<file path="src/rtl/mem_arbiter.sv">
// Two-requester (CPU/DMA) round-robin arbiter for a single unified memory port,
// with registered outputs and a saturating wait-counter timeout abort.
module mem_arbiter #(
    parameter int unsigned TIMEOUT = 255
) (
    input  logic        clk,
    input  logic        Reset,
    input  logic        CpuReq,
    input  logic        CpuWe,
    input  logic [31:0] CpuAdr,
    input  logic [31:0] CpuWData,
    output logic [31:0] CpuRData,
    output logic        CpuAck,
    input  logic        DmaReq,
    input  logic        DmaWe,
    input  logic [31:0] DmaAdr,
    input  logic [31:0] DmaWData,
    output logic [31:0] DmaRData,
    output logic        DmaAck,
    output logic        AckErr,
    output logic        MemReq,
    output logic        MemWrite,
    output logic [31:0] MemAdr,
    output logic [31:0] MemWData,
    input  logic [31:0] MemReadData,
    input  logic        MemReady,
    output logic        Busy
);

    typedef enum logic [1:0] {StIdle, StGrantCpu, StGrantDma} state_e;

    state_e      state_q, state_d;
    logic        last_dma_q, last_dma_d;
    logic [7:0]  cnt_q, cnt_d;
    logic        mem_req_q, mem_req_d;
    logic        mem_write_q, mem_write_d;
    logic [31:0] mem_adr_q, mem_adr_d;
    logic [31:0] mem_wdata_q, mem_wdata_d;
    logic [31:0] cpu_rdata_q, cpu_rdata_d;
    logic [31:0] dma_rdata_q, dma_rdata_d;
    logic        cpu_ack_q, cpu_ack_d;
    logic        dma_ack_q, dma_ack_d;
    logic        ack_err_q, ack_err_d;
    logic        busy_q, busy_d;

    logic        cpu_elig, dma_elig;
    logic        grant_cpu, grant_dma;
    logic        timeout_hit;
    logic        finish;
    logic [31:0] rdata;

    // A requester whose Ack is currently high is masked for this cycle.
    assign cpu_elig    = CpuReq && !cpu_ack_q;
    assign dma_elig    = DmaReq && !dma_ack_q;
    assign grant_cpu   = cpu_elig && (!dma_elig || last_dma_q);
    assign grant_dma   = dma_elig && (!cpu_elig || !last_dma_q);
    assign timeout_hit = (32'(cnt_q) + 32'd1) >= 32'(TIMEOUT);

    always_comb begin
        state_d     = state_q;
        last_dma_d  = last_dma_q;
        cnt_d       = cnt_q;
        mem_req_d   = mem_req_q;
        mem_write_d = mem_write_q;
        mem_adr_d   = mem_adr_q;
        mem_wdata_d = mem_wdata_q;
        cpu_rdata_d = cpu_rdata_q;
        dma_rdata_d = dma_rdata_q;
        busy_d      = busy_q;
        cpu_ack_d   = 1'b0;
        dma_ack_d   = 1'b0;
        ack_err_d   = 1'b0;
        finish      = 1'b0;
        rdata       = 32'd0;

        unique case (state_q)
            StIdle: begin
                if (grant_cpu) begin
                    state_d     = StGrantCpu;
                    mem_adr_d   = CpuAdr;
                    mem_write_d = CpuWe;
                    mem_wdata_d = CpuWData;
                    mem_req_d   = 1'b1;
                    busy_d      = 1'b1;
                    cnt_d       = 8'd0;
                end else if (grant_dma) begin
                    state_d     = StGrantDma;
                    mem_adr_d   = DmaAdr;
                    mem_write_d = DmaWe;
                    mem_wdata_d = DmaWData;
                    mem_req_d   = 1'b1;
                    busy_d      = 1'b1;
                    cnt_d       = 8'd0;
                end
            end
            StGrantCpu, StGrantDma: begin
                // MemReady takes priority over a coincident timeout.
                if (MemReady) begin
                    finish = 1'b1;
                    rdata  = mem_write_q ? 32'd0 : MemReadData;
                end else if (timeout_hit) begin
                    finish    = 1'b1;
                    ack_err_d = 1'b1;
                end else if (cnt_q != 8'hFF) begin
                    cnt_d = cnt_q + 8'd1;
                end
                if (finish) begin
                    state_d     = StIdle;
                    mem_req_d   = 1'b0;
                    mem_write_d = 1'b0;
                    busy_d      = 1'b0;
                    if (state_q == StGrantCpu) begin
                        cpu_ack_d   = 1'b1;
                        cpu_rdata_d = rdata;
                        last_dma_d  = 1'b0;
                    end else begin
                        dma_ack_d   = 1'b1;
                        dma_rdata_d = rdata;
                        last_dma_d  = 1'b1;
                    end
                end
            end
            default: state_d = StIdle;
        endcase
    end

    always_ff @(posedge clk or posedge Reset) begin
        if (Reset) begin
            state_q     <= StIdle;
            last_dma_q  <= 1'b1;
            cnt_q       <= 8'd0;
            mem_req_q   <= 1'b0;
            mem_write_q <= 1'b0;
            mem_adr_q   <= 32'd0;
            mem_wdata_q <= 32'd0;
            cpu_rdata_q <= 32'd0;
            dma_rdata_q <= 32'd0;
            cpu_ack_q   <= 1'b0;
            dma_ack_q   <= 1'b0;
            ack_err_q   <= 1'b0;
            busy_q      <= 1'b0;
        end else begin
            state_q     <= state_d;
            last_dma_q  <= last_dma_d;
            cnt_q       <= cnt_d;
            mem_req_q   <= mem_req_d;
            mem_write_q <= mem_write_d;
            mem_adr_q   <= mem_adr_d;
            mem_wdata_q <= mem_wdata_d;
            cpu_rdata_q <= cpu_rdata_d;
            dma_rdata_q <= dma_rdata_d;
            cpu_ack_q   <= cpu_ack_d;
            dma_ack_q   <= dma_ack_d;
            ack_err_q   <= ack_err_d;
            busy_q      <= busy_d;
        end
    end

    assign CpuRData = cpu_rdata_q;
    assign CpuAck   = cpu_ack_q;
    assign DmaRData = dma_rdata_q;
    assign DmaAck   = dma_ack_q;
    assign AckErr   = ack_err_q;
    assign MemReq   = mem_req_q;
    assign MemWrite = mem_write_q;
    assign MemAdr   = mem_adr_q;
    assign MemWData = mem_wdata_q;
    assign Busy     = busy_q;

endmodule

</file>
<file path="config.mk">
export PLATFORM = sky130hd
export DESIGN_NAME = mem_arbiter
export DESIGN_NICKNAME = d
export VERILOG_FILES = /design/src/rtl/mem_arbiter.sv
export SDC_FILE = /design/constraint.sdc
export NUM_CORES = 1
export LEC_CHECK = 0
export CORE_MARGIN = 5
export CORE_UTILIZATION = 45
export DETAILED_ROUTE_END_ITERATION = 10
export GPL_TIMING_DRIVEN = 0
export PLACE_DENSITY = 0.93
export SLEW_MARGIN = 0
export SYNTH_ARGS = -nofsm -noshare
export SYNTH_HDL_FRONTEND = slang
export SYNTH_SLANG_ARGS = --single-unit
</file>
<file path="constraint.sdc">
create_clock -name clk -period 10.15 [get_ports clk]
set_input_delay 1.015 -clock clk [delete_from_list [all_inputs] [get_ports clk]]
set_output_delay 1.015 -clock clk [all_outputs]
set_load 0.01 [all_outputs]
</file>
== Word-level counts from Yosys, hierarchy flattened ==
Cells that the tools add are included.
Storage, ports and cells
  bits in registers: 144
  input port bits: 167
  word-level logic and storage cells: 80
Operators by class
  order comparisons: 1
  bitwise gates (word level): 1
  reduce and logical (&&, ||, !) cells: 22
  multiplexer cells: 34
  $add $sub $neg: 2
  equality and inequality tests: 8
Operators with widths (count)
  two-way mux 32 bit: 6
  two-way mux 8 bit: 5
  two-way mux 1 bit: 16
  case mux 8 bit (2 select lines): 1
  adder 8 x 1 -> 9 bit (second input constant): 1
  greater-or-equal comparator 9 x 8 -> 1 bit (second input constant): 1
  AND reduction 3 bit: 3
  adder 8 x 1 -> 8 bit (second input constant): 1
  != test 2 bit (second input constant): 4
  != test 8 bit (second input constant): 1
  two-way mux 2 bit: 3
  AND reduction 2 bit: 3
  zero test 1 bit: 5
  AND reduction 5 bit: 1
  logical AND 1 bit: 4
  case mux 1 bit (2 select lines): 2
  case mux 2 bit (2 select lines): 1
  nonzero test 2 bit: 2
  != test 3 bit (second input constant): 1
  == test 2 x 1 -> 1 bit (second input constant): 1
  == test 2 bit (second input constant): 1
  zero test 2 bit: 1
  logical OR 1 bit: 2
  OR reduction 2 bit: 1
  NOT 1 bit: 1

== Longest topological paths before layout ==
  depth in word-level cells: 8
  gate-level depth with buffers: 11
  depth with buffers taken out: 8

== Least setup slack after synthesis ==
OpenSTA, ideal clock, no wires.
  path type: input-to-reg
  start: input DmaReq
  end: register mem_wdata_q[2] (netlist: MemWData[2])
  data arrival time: 2.507 ns
  data required time: 10.017 ns
  path slack: 7.509 ns
  setup time: 0.133 ns
  stages: 7
  cells stage by stage: nand2b_1 > nor2_1 > nor2_1 > buf_1 > buf_1 > mux2i_1 > o21ai_0
On the way
  cells in the longest elaborated chain, start to end: 6
Ends and longest elaborated chain
  from (decl): RTL line 14  | input logic DmaReq,
  logical AND 1 bit *: RTL line 54  | assign dma_elig = DmaReq && !dma_ack_q;
  zero test 1 bit: RTL line 55  | assign grant_cpu = cpu_elig && (!dma_elig || last_dma_q);
  logical OR 1 bit: RTL line 55
  logical AND 1 bit: RTL line 55
  nonzero test 2 bit (no line)
  AND reduction 2 bit (no line)
  to (signal assigned): RTL line 149  | mem_wdata_q <= mem_wdata_d;
  to (decl): RTL line 38  | logic [31:0] mem_wdata_q, mem_wdata_d;
Every way passes the cells marked *; elsewhere a longest branch is shown, timed or not.
A chain may end at the register's enable or synchronous reset.

== Worst setup path after layout ==
  start: input CpuReq
  end: register mem_adr_q[25] (netlist: MemAdr[25])
On the way
  cells in the longest elaborated chain, start to end: 6
Ends and longest elaborated chain
  from (decl): RTL line 8  | input logic CpuReq,
  logical AND 1 bit *: RTL line 53  | assign cpu_elig = CpuReq && !cpu_ack_q;
  zero test 1 bit: RTL line 56  | assign grant_dma = dma_elig && (!cpu_elig || !last_dma_q);
  logical OR 1 bit: RTL line 56
  logical AND 1 bit: RTL line 56
  nonzero test 2 bit (no line)
  AND reduction 2 bit (no line)
  to (signal assigned): RTL line 148  | mem_adr_q <= mem_adr_d;
  to (decl): RTL line 37  | logic [31:0] mem_adr_q, mem_adr_d;
Marks and branches as above.

==> flow_summary.yaml <==
setup_path:
  r2r-end: "CpuRData[15]"
  cp_data_arrival_time_ps: 3630
  cp.required_ps: 10440
  reg2reg_slack_ps: 7290
  r2r_start: "cnt_q[1]"
  critPathLaunchType: "primary input"
  crit_fanout: 10
  r2r_cells: 8
  crit_type: "in -> reg"
  worst_setup_path_end_kind: "flip-flop"
clock_network:
  root_buffer: "clkbuf_16"
  clock-sinks: 144
  cts-resized-gates: 0
  post_cts_buffers: 0
  cts.clk_slew.worst_paths_ps: 60
  cts_tree: "built"
  h-tree-depth: 4
  clockBufferDepth: 2
  cts.hold.buffers_added: 0
  cts_made_buffers: 17
  clk_latency_ps: 420
detailed_routing:
  wl_per_cell_um: 18.5
  totalWireLength_um: 21600
  ant_nets: 0
  viasPerCell: 5.23
  vias: 6118
  remaining_drc_errors: 0
  drt-pass1-iter-count: 5
  dr.first_iter.drc_count: 308
cells_and_area:
  post-route-util_pct: 72.6
  final_cell_area_mm2: 0.0105
  syn_to_final_growth_pct: 58.6
  final_nets: 1143
  drive_gt1_share_pct: 5.69
  diodes: 0
  finalNonFillerCells: 1169
yosys:
  synth_area_leaders: "dfrtp_1 54%, mux2i_1 10%, a21o_1 7.3%"
  syn-mean-instance-area_um2: 10.2
  synth_seq_cells: 144
  synth_edf_count: 0
  netlist_area_mm2: 0.00662
  yosysTopAreaCell: "dfrtp_1"
  synth-main-ff-cell: "dfrtp_1"
  ys_top_cells_by_count: "143 x dfrtp_1, 118 x nand2_1, 75 x o21ai_0, 70 x nor2_1, 66 x mux2i_1"
  synthDistinctLibCells: 52
  synth_compound_area_share_pct: 16.8
  yosysSeqAreaShare_pct: 54.4
  syn-num-nets: 823
  synth_top_area_share_pct: 54.0
  ys_warn_count: 0
  yosysMostFrequentCell: "dfrtp_1"
  synthAdderAreaFrac_pct: 0.756
  netlist_instances: 652
  yosys.area_share.simple_pct: 13.3
  synthMuxAreaShare_pct: 10.1
  synth_xor_area_share_pct: 0
  synth_top_family_by_area: "compound AO/OA/AOI/OAI gates"
  async_reset_ff_share_pct: 100
power:
  power_density_mw_per_mm2: 297
  ir_drop_v: 0.000145
  p_leak_nw: 4.92
global_route:
  first_global_vias: 6457
  grt_max_degree: 98
  grt-ovfl-total: 0
  antenna_found_initial: 0
  grt_first_pass_wirelength_um: 33900
  grt_util_all_layers_pct: 24.6
placement:
  dpl_cell_area_mm2: 0.00989
  place_hpwl_um: 16600
  portBuffers: 300
  dp_slack_ps: 6340
  gp_congestion: 0.880
  dp_cells: 1137
timing:
  tns_ps: 0
  rsz0062_at_grt: "no"
  finClkSkew_ps: 8.58
  setup-violations-final: 0
  setup_ws_ps: 6800
  hold_viol_final: 0
  drv_slew: 0
  fmax_mhz: 299
  slew_headroom_pct: 41.7
  timing.final.crit_share_pct: 33.0
  fin_crit_ps: 3350
  tightest_slew_ps: 874
floorplanning:
  fp.dieW_um: 131
  start_util_pct: 45.7
  rows: 44
  core-area_mm2: 0.0145
  die_height_um: 131
  dieArea_mm2: 0.0172
  num_io_pins: 301
hold_path:
  hp-start: "DmaRData[8]"
  hold_depth: 1
  min_to: "DmaRData[8]"
  hold_class: "reg -> reg"
flow_run:
  max_cap_viol_count: 0
status:
  status: "completed"
[cell type report]
type,instances,area [um2]
buffer,44,262
clock buffer,23,488
clock inverter,9,130
fill,980,3970
inverter,10,42.5
multi-input combinational,454,2720
sequential,144,3600
tap,184,230
timing repair buffer,301,3030
[power by group]
group	internal (mW)	switching (mW)
clock network	0.412	0.236
registers	0.836	0.152
logic	0.755	0.734
total	2.00	1.12
[layer usage]
metal | vias to the layer above | wire [um] | global-route usage [%] | share of wire, %
li1 | 2865 | - | - | -
met1 | 2938 | 7970 | 26.8 | 37
met2 | 253 | 11200 | 44.2 | 52
met3 | 62 | 1450 | 6.35 | 6.7
met4 | 0 | 943 | 12.1 | 4.4
met5 | - | 0 | 0 | 0
[registers in the layout, summed over array words and instances, names as in the netlist]
register    count
last_dma_q      1
state_q         2
DmaAck          1
MemAdr         32
MemWrite        1
DmaRData       32
MemWData       32
Busy            1
cnt_q           8
CpuAck          1
CpuRData       32
AckErr          1
[cell families after synthesis]
group	Yosys count
AOI/OAI and AO/OA	170
adders and majority gates	4
DFF	144
buffers and inverters	54
and+or+nand+nor	213
muxes	67
[worst max path at each step]
stage	startpoint	to	slack (ps)	cells past startpoint
after global placement	Reset	MemAdr[15]	3330	2
final	CpuReq	MemAdr[25]	6800	7
after global routing	CpuReq	MemWData[2]	6640	7
after CTS	CpuReq	MemAdr[25]	6780	7
after detailed placement	CpuReq	MemAdr[25]	6340	7
after floorplan	Reset	AckErr	5270	1
[stage by stage]
step | hold WS (ps) | power [mW]
2_1_floorplan | 458 | 1.68
3_3_place_gp | 457 | 2.42
3_5_place_dp | 464 | 2.48
4_1_cts | 477 | 3.14
5_1_grt | 483 | 3.30
6_report | 473 | 3.13
[placed cells by master (no fill, tap or decap), types with 3 or more instances in the layout]
| master | n |
|---|---|
| clkdlybuf4s50_1 | 300 |
| dfrtp_1 | 143 |
| nand2_1 | 118 |
| o21ai_0 | 75 |
| nor2_1 | 70 |
| mux2i_1 | 66 |
| a21o_1 | 64 |
| clkbuf_1 | 29 |
| clkbuf_16 | 17 |
| inv_1 | 9 |
| clkbuf_8 | 7 |
| nand3_1 | 6 |
| a21oi_1 | 6 |
| buf_1 | 5 |
| a31oi_1 | 4 |
| ha_1 | 4 |
| nand2b_1 | 3 |
| o211ai_1 | 3 |
| nand4_1 | 3 |
| buf_8 | 3 |
| clkinv_2 | 3 |
| bufinv_16 | 3 |
[critical path, cell delays in order]
cell             delay, ps
clkdlybuf4s50_1        460
nand2b_1               130
nor2_1                 370
buf_1                  610
buf_1                  640
mux2i_1                300
o21ai_0                110
(Power assumes the default switching activity.)
